### config.mk
export PLATFORM = sky130hd
export DESIGN_NAME = icache_flat
export DESIGN_NICKNAME = d
export VERILOG_FILES = /design/src/rtl/icache_if.sv /design/src/rtl/icache.sv /design/src/flat_wrapper.sv
export SDC_FILE = /design/constraint.sdc
export NUM_CORES = 2
export LEC_CHECK = 0
export ABC_AREA = 0
export CORE_MARGIN = 5
export CORE_UTILIZATION = 43
export CTS_CLUSTER_SIZE = 16
export DETAILED_ROUTE_END_ITERATION = 10
export GPL_ROUTABILITY_DRIVEN = 0
export PLACE_DENSITY_LB_ADDON = 0.15
export SYNTH_ARGS = -nofsm -noshare
export SYNTH_HDL_FRONTEND = slang
export SYNTH_SLANG_ARGS = --single-unit
### constraint.sdc
create_clock -name clk -period 15.6 [get_ports clk]
set_input_delay 3.12 -clock clk [delete_from_list [all_inputs] [get_ports clk]]
set_output_delay 3.12 -clock clk [all_outputs]
set_load 0.03 [all_outputs]
### src/rtl/icache_if.sv
// Fetch/refill bus of the instruction cache.
// The master side is the fetch stage together with backing memory.
// The slave side is the cache itself.
interface icache_if;
    logic [31:0] pcF;
    logic [31:0] instrF;
    logic        stallI;
    logic        invalidate;
    logic        memreq;
    logic [31:0] memaddr;
    logic [31:0] memrdata;
    logic        memvalid;

    modport master (
        output pcF, invalidate, memrdata, memvalid,
        input  instrF, stallI, memreq, memaddr
    );

    modport slave (
        input  pcF, invalidate, memrdata, memvalid,
        output instrF, stallI, memreq, memaddr
    );
endinterface

### src/rtl/icache.sv
// Direct-mapped, read-only instruction cache.
// Hits return the instruction combinationally in the same cycle.
// A miss stalls fetch while the refill FSM pulls the whole line from
// backing memory, one word per memvalid beat.
module icache #(
    parameter int NLINES = 16,
    parameter int WORDS  = 4
) (
    input  logic     clk,
    input  logic     reset,
    icache_if.slave  bus
);
    localparam int OB = $clog2(WORDS);
    localparam int IB = $clog2(NLINES);
    localparam int TB = 30 - OB - IB;
    localparam logic [OB-1:0] LAST_BEAT = OB'(WORDS - 1);

    typedef enum logic {IDLE, REFILL} state_t;

    state_t            state, state_next;
    logic [NLINES-1:0] valid;
    logic [TB-1:0]     tag_mem  [NLINES];
    logic [31:0]       data_mem [NLINES][WORDS];

    logic [TB+IB-1:0]  miss_addr, miss_addr_next;
    logic [OB-1:0]     beat, beat_next;
    logic              pending, pending_next;
    logic              req, req_next;
    logic [31:0]       addr, addr_next;
    logic              consume, complete, hit;

    logic [OB-1:0]     offset;
    logic [IB-1:0]     index, miss_index;
    logic [TB-1:0]     tag, miss_tag;
    logic [1:0]        unused_pc_bits;

    assign offset         = bus.pcF[OB+1:2];
    assign index          = bus.pcF[OB+IB+1:OB+2];
    assign tag            = bus.pcF[31:OB+IB+2];
    assign unused_pc_bits = bus.pcF[1:0];
    assign miss_index     = miss_addr[IB-1:0];
    assign miss_tag       = miss_addr[TB+IB-1:IB];

    // Hit lookup; anything that is not a hit in IDLE stalls fetch and returns 0
    always_comb begin
        hit        = (state == IDLE) && valid[index] && (tag_mem[index] == tag);
        bus.stallI = !hit;
        bus.instrF = hit ? data_mem[index][offset] : 32'h0;
    end

    // Refill FSM next-state logic, beat bookkeeping and the next request/address
    always_comb begin
        state_next     = state;
        miss_addr_next = miss_addr;
        beat_next      = beat;
        pending_next   = pending;
        addr_next      = addr;
        consume        = 1'b0;
        complete       = 1'b0;
        case (state)
            IDLE: begin
                if (!hit) begin
                    state_next     = REFILL;
                    miss_addr_next = {tag, index};
                    beat_next      = '0;
                    addr_next      = {tag, index, {OB{1'b0}}, 2'b00};
                end
            end
            REFILL: begin
                if (bus.invalidate) begin
                    pending_next = 1'b1;
                end
                if (bus.memvalid) begin
                    consume = 1'b1;
                    if (beat == LAST_BEAT) begin
                        complete     = 1'b1;
                        beat_next    = '0;
                        pending_next = 1'b0;
                        state_next   = IDLE;
                    end else begin
                        beat_next = beat + OB'(1);
                    end
                    addr_next = {miss_addr, beat_next, 2'b00};
                end
            end
            default: state_next = IDLE;
        endcase
        req_next = (state_next == REFILL);
    end

    // State register plus the registered memory request and beat address
    always_ff @(posedge clk or posedge reset) begin
        if (reset) begin
            state     <= IDLE;
            miss_addr <= '0;
            beat      <= '0;
            pending   <= 1'b0;
            req       <= 1'b0;
            addr      <= '0;
        end else begin
            state     <= state_next;
            miss_addr <= miss_addr_next;
            beat      <= beat_next;
            pending   <= pending_next;
            req       <= req_next;
            addr      <= addr_next;
        end
    end

    assign bus.memreq  = req;
    assign bus.memaddr = addr;

    // Valid bits: flash-clear on invalidate, set only when a clean refill finishes
    always_ff @(posedge clk or posedge reset) begin
        if (reset) begin
            valid <= '0;
        end else if (state == IDLE && bus.invalidate) begin
            valid <= '0;
        end else if (complete) begin
            if (pending || bus.invalidate) begin
                valid <= '0;
            end else begin
                valid[miss_index] <= 1'b1;
            end
        end
    end

    // Tag and data arrays carry no reset; valid alone decides visibility
    always_ff @(posedge clk) begin
        if (consume) begin
            data_mem[miss_index][beat] <= bus.memrdata;
        end
        if (complete) begin
            tag_mem[miss_index] <= miss_tag;
        end
    end
endmodule

### src/flat_wrapper.sv
// flat-port wrapper written by rule: the top's interface ports become plain ports
module icache_flat 
#(
    parameter int NLINES = 16,
    parameter int WORDS  = 4
)
  (clk, reset, bus_pcF, bus_invalidate, bus_memrdata, bus_memvalid, bus_instrF, bus_stallI, bus_memreq, bus_memaddr);
  icache_if bus_i ();
  input  logic clk;
  input  logic reset;
  input wire logic [$bits(bus_i.pcF)-1:0] bus_pcF;
  input wire logic [$bits(bus_i.invalidate)-1:0] bus_invalidate;
  input wire logic [$bits(bus_i.memrdata)-1:0] bus_memrdata;
  input wire logic [$bits(bus_i.memvalid)-1:0] bus_memvalid;
  output wire logic [$bits(bus_i.instrF)-1:0] bus_instrF;
  output wire logic [$bits(bus_i.stallI)-1:0] bus_stallI;
  output wire logic [$bits(bus_i.memreq)-1:0] bus_memreq;
  output wire logic [$bits(bus_i.memaddr)-1:0] bus_memaddr;
  assign bus_i.pcF = bus_pcF;
  assign bus_i.invalidate = bus_invalidate;
  assign bus_i.memrdata = bus_memrdata;
  assign bus_i.memvalid = bus_memvalid;
  assign bus_instrF = bus_i.instrF;
  assign bus_stallI = bus_i.stallI;
  assign bus_memreq = bus_i.memreq;
  assign bus_memaddr = bus_i.memaddr;
  icache #(.NLINES(NLINES), .WORDS(WORDS)) u_core (.clk(clk), .reset(reset), .bus(bus_i));
endmodule
==> reports/metrics.cfg <==
[min_path]
holdPathStages=2
hold_class=reg2reg

[worst_setup_path]
cp_top_family=buffers and inverters
r2r_cells=11
worst-endpoint-arrival_ns=9.67
worst-setup-path-type=in2out
critical_path_top_delay_cell=sky130_fd_sc_hd__buf_4
launching_element_type_of_the_critical_path=primary input
path_buf_inv=6
timing.critical_path.depth=10
max_stage_delay_ns=0.91
critical_path.max_fanout=85
worst-endpoint-required_ns=12.48
timing.critical_path.mode_cell=sky130_fd_sc_hd__mux4_2
worstSetupEndpointType=primary output
path_cells=buf_8, buf_12, buf_12, buf_4, buf_4, mux4_2, mux4_2, mux4_2, and3_1, clkdlybuf4s50_1

[yosys]
synth_largest_area_cell=sky130_fd_sc_hd__edfxtp_1
syn_area_mm2=0.09684
postSynthCellCount=4135
yosysMostFrequentCell=sky130_fd_sc_hd__edfxtp_1
postSynth.topFlopCell=sky130_fd_sc_hd__edfxtp_1
synth.yosys.warnings=0
ys_seq_elements=2508
synth-seq-area-share_pct=77.38
synth_commonest_cells=sky130_fd_sc_hd__edfxtp_1, sky130_fd_sc_hd__mux4_2, sky130_fd_sc_hd__nor2_1
synth_async_sr_flop_share_pct=3.030
post_synth_num_cell_types=72
synthTopCellsByArea=sky130_fd_sc_hd__edfxtp_1, sky130_fd_sc_hd__mux4_2, sky130_fd_sc_hd__dfrtp_1
yosys.area.top_type_share_pct=75.41
synth_enable_flop_cells=2432
post_synth.cell_area_avg_um2=23.42

[clock_network]
cts_buffers=282
clock_latency_ns=0.92
clk_pin_slew_worst_paths_ns=0.06
post_cts_resized=0
cts.sink_count=2508
cts_htree_levels=5
ctsLongestPathBuffers=4
ctsRootBufferMaster=sky130_fd_sc_hd__clkbuf_16
postCtsSetupRepairBufs=0
cts_hold_buf=0
cts_tree=yes

[pwr]
power.ir.vdd_worst_uv=124.3
power-per-cell-area_mw_per_mm2=141.5
p_leak_nw=34.49

[routing]
dr.pass1.iters=5
vias_per_cell=5.986
routed_wl_um=258200
postRouteAntennaNets=0
wl_per_cell_um=33.82
detailroute.via_count=45710
drc_errors=0
drtIter0Drc=4842

[finish]
syn2layout_area_growth_pct=14.42
n_fill_cell=17890
final-instance-count-excl-fill=7636
drive_gt1_share_pct=29.32
finish.net_count=4520

[sta]
relSlewSlack_pct=15.85
timing.final.hold_violations=0
fin_crit_sh_pct=81.97
rsz0062_at_grt=false
finalWorstPathRequiredPeriod_ns=12.79
slew_violations=0
finalSetupViolCount=0
max_freq_ghz=0.07820
smallest_setup_slack_after_layout_ns=2.813
tightestPinTransition_ns=1.262
final.setup.tns_ns=0
worst_clock_skew_ns=0.05438

[job]
drv_cap=0

[grt]
gr-usage-all-layers_pct=21.80
grt_max_degree=89
grt_antenna_before_repair=15
via_count_of_the_first_global_routing_pass=46710
grt_pass1_wl_um=363500
grt-ovfl-total=0

[placed_design]
detailedPlace.worstSlack_ns=2.549
placed_cells_incl_taps=7156
placed_wire_length_estimate_um=129600
numPortBuffers=129

[floorplanning]
floorplan.initialDensity_pct=43.14
fp-row-count=174
die_y_um=484.6
pin_count=134
floorplan.die_area_mm2=0.2348
floorplan.core_area_mm2=0.2245
floorplan_die_width_um=484.6

[outcome]
run_status=finished clean

tightest hold or removal path: cells and delay by family (launching register included):
kind | cells | cell delay [ns]
AOI/OAI and AO/OA | 1 | 0.04
DFF | 1 | 0.34
and+or+nand+nor | 1 | 0.07
layer usage:
layer	vias to the layer above	track usage [%]	share of wire, %	routed length [µm]
li1	18350	-	-	-
met1	25430	31.72	44	112400
met2	1605	34.95	48	124900
met3	316	3.786	6.2	15960
met4	6	4.737	1.9	4927
met5	-	0	0.015	40
cell families (layout without fill, tap and decap cells):
family | after synthesis | in the layout | synth area share, %
adders and majority gates | 4 | 4 | 0.05168
xor gates and xnor gates | 22 | 22 | 0.1990
AOI/OAI and AO/OA | 194 | 194 | 1.531
and+or+nand+nor | 312 | 312 | 1.631
other | 1 | 8 | 0.003872
buffers and inverters | 265 | 767 | 1.278
DFF | 2508 | 2508 | 77.38
muxes | 829 | 829 | 17.93
report_power, final:
group	leakage, nW	switching (W)	internal (W)	total (W)
Clock	4.13	0.00254	0.00367	0.00621
Sequential	22.8	0.000266	0.00785	0.00812
Combinational	7.55	0.000863	0.000488	0.00135
placed cells by master (no fill, tap or decap), types with 7 or more instances in the layout:
cell,netlist,routed
sky130_fd_sc_hd__o22ai_1,16,16
sky130_fd_sc_hd__a311oi_1,8,8
sky130_fd_sc_hd__inv_1,30,28
sky130_fd_sc_hd__and2_1,13,13
sky130_fd_sc_hd__o21ai_0,13,13
sky130_fd_sc_hd__o311ai_1,9,9
sky130_fd_sc_hd__a22o_1,7,7
sky130_fd_sc_hd__xnor2_1,12,12
sky130_fd_sc_hd__edfxtp_1,2432,2432
sky130_fd_sc_hd__mux4_2,720,720
sky130_fd_sc_hd__o21ai_1,9,9
sky130_fd_sc_hd__a22oi_1,19,19
sky130_fd_sc_hd__nand3b_1,23,23
sky130_fd_sc_hd__nand3_1,15,15
sky130_fd_sc_hd__bufinv_16,0,16
sky130_fd_sc_hd__nor2_4,0,80
sky130_fd_sc_hd__mux2i_1,64,64
sky130_fd_sc_hd__o221a_1,13,13
sky130_fd_sc_hd__clkinv_2,0,24
sky130_fd_sc_hd__xor2_1,10,10
sky130_fd_sc_hd__mux2_2,22,22
sky130_fd_sc_hd__nand2_1,53,51
sky130_fd_sc_hd__nand2b_1,9,9
sky130_fd_sc_hd__a31oi_1,14,14
sky130_fd_sc_hd__clkdlybuf4s50_1,0,91
sky130_fd_sc_hd__clkbuf_16,0,292
sky130_fd_sc_hd__buf_4,18,130
sky130_fd_sc_hd__and3_1,12,12
sky130_fd_sc_hd__or2_2,14,14
sky130_fd_sc_hd__mux2_1,23,23
sky130_fd_sc_hd__clkbuf_1,84,73
sky130_fd_sc_hd__a221oi_1,11,11
sky130_fd_sc_hd__dfrtp_1,76,75
sky130_fd_sc_hd__clkinv_1,0,62
sky130_fd_sc_hd__nor2b_1,27,27
sky130_fd_sc_hd__buf_2,79,32
sky130_fd_sc_hd__a211oi_1,28,27
sky130_fd_sc_hd__nor2_1,118,38
sky130_fd_sc_hd__a21oi_1,13,13
final timing paths:
check                                                  from                                 to  slack (ns)
min in group asynchronous                             reset   u_core.miss_addr[27]$_DFFE_PP0P_        2.55
max                                              bus_pcF[4]                      bus_instrF[6]        2.81
min                             u_core.valid[5]$_DFFE_PP0P_        u_core.valid[5]$_DFFE_PP0P_        0.49
max in group asynchronous                             reset             u_core.state$_DFF_PP0_       11.81
max reg2reg                u_core.tag_mem[14][12]$_DFFE_PP_  u_core.bus.memaddr[8]$_DFFE_PP0P_       10.98
min reg2reg                     u_core.valid[5]$_DFFE_PP0P_        u_core.valid[5]$_DFFE_PP0P_        0.49
stage by stage:
stage	instance area, µm²	hold WS (ns)	power [W]	util (%)
floorplan	96840	0.4571	0.008915	-
global placement	102300	0.4720	0.009593	45.58
detailed placement	102300	0.4801	0.009628	45.58
CTS	110800	0.4928	0.01584	49.36
global route	110800	0.5011	0.01622	49.36
finish	110800	0.4929	0.01568	49.37
registers in the layout, indices dropped and copies added (netlist names):
signal,count
u_core.data_mem,2048
u_core.valid,16
u_core.bus.memaddr,29
u_core.beat,1
u_core.tag_mem,384
u_core.state,1
u_core.miss_addr,28
u_core.pending,1
cell type report:
cell class              count  area, µm²  area share [%]
diodes                      6      15.01         0.01355
clock buffers             366       7595           6.854
multi-input cells        1363      21300           19.22
well taps                2992       3744           3.379
clock inverters           108      893.4          0.8062
repair buffers            262       2203           1.988
inverters                  31      125.1          0.1129
flip-flops and latches   2508      74930           67.63
No activity file was read; power rests on OpenSTA's default activity.
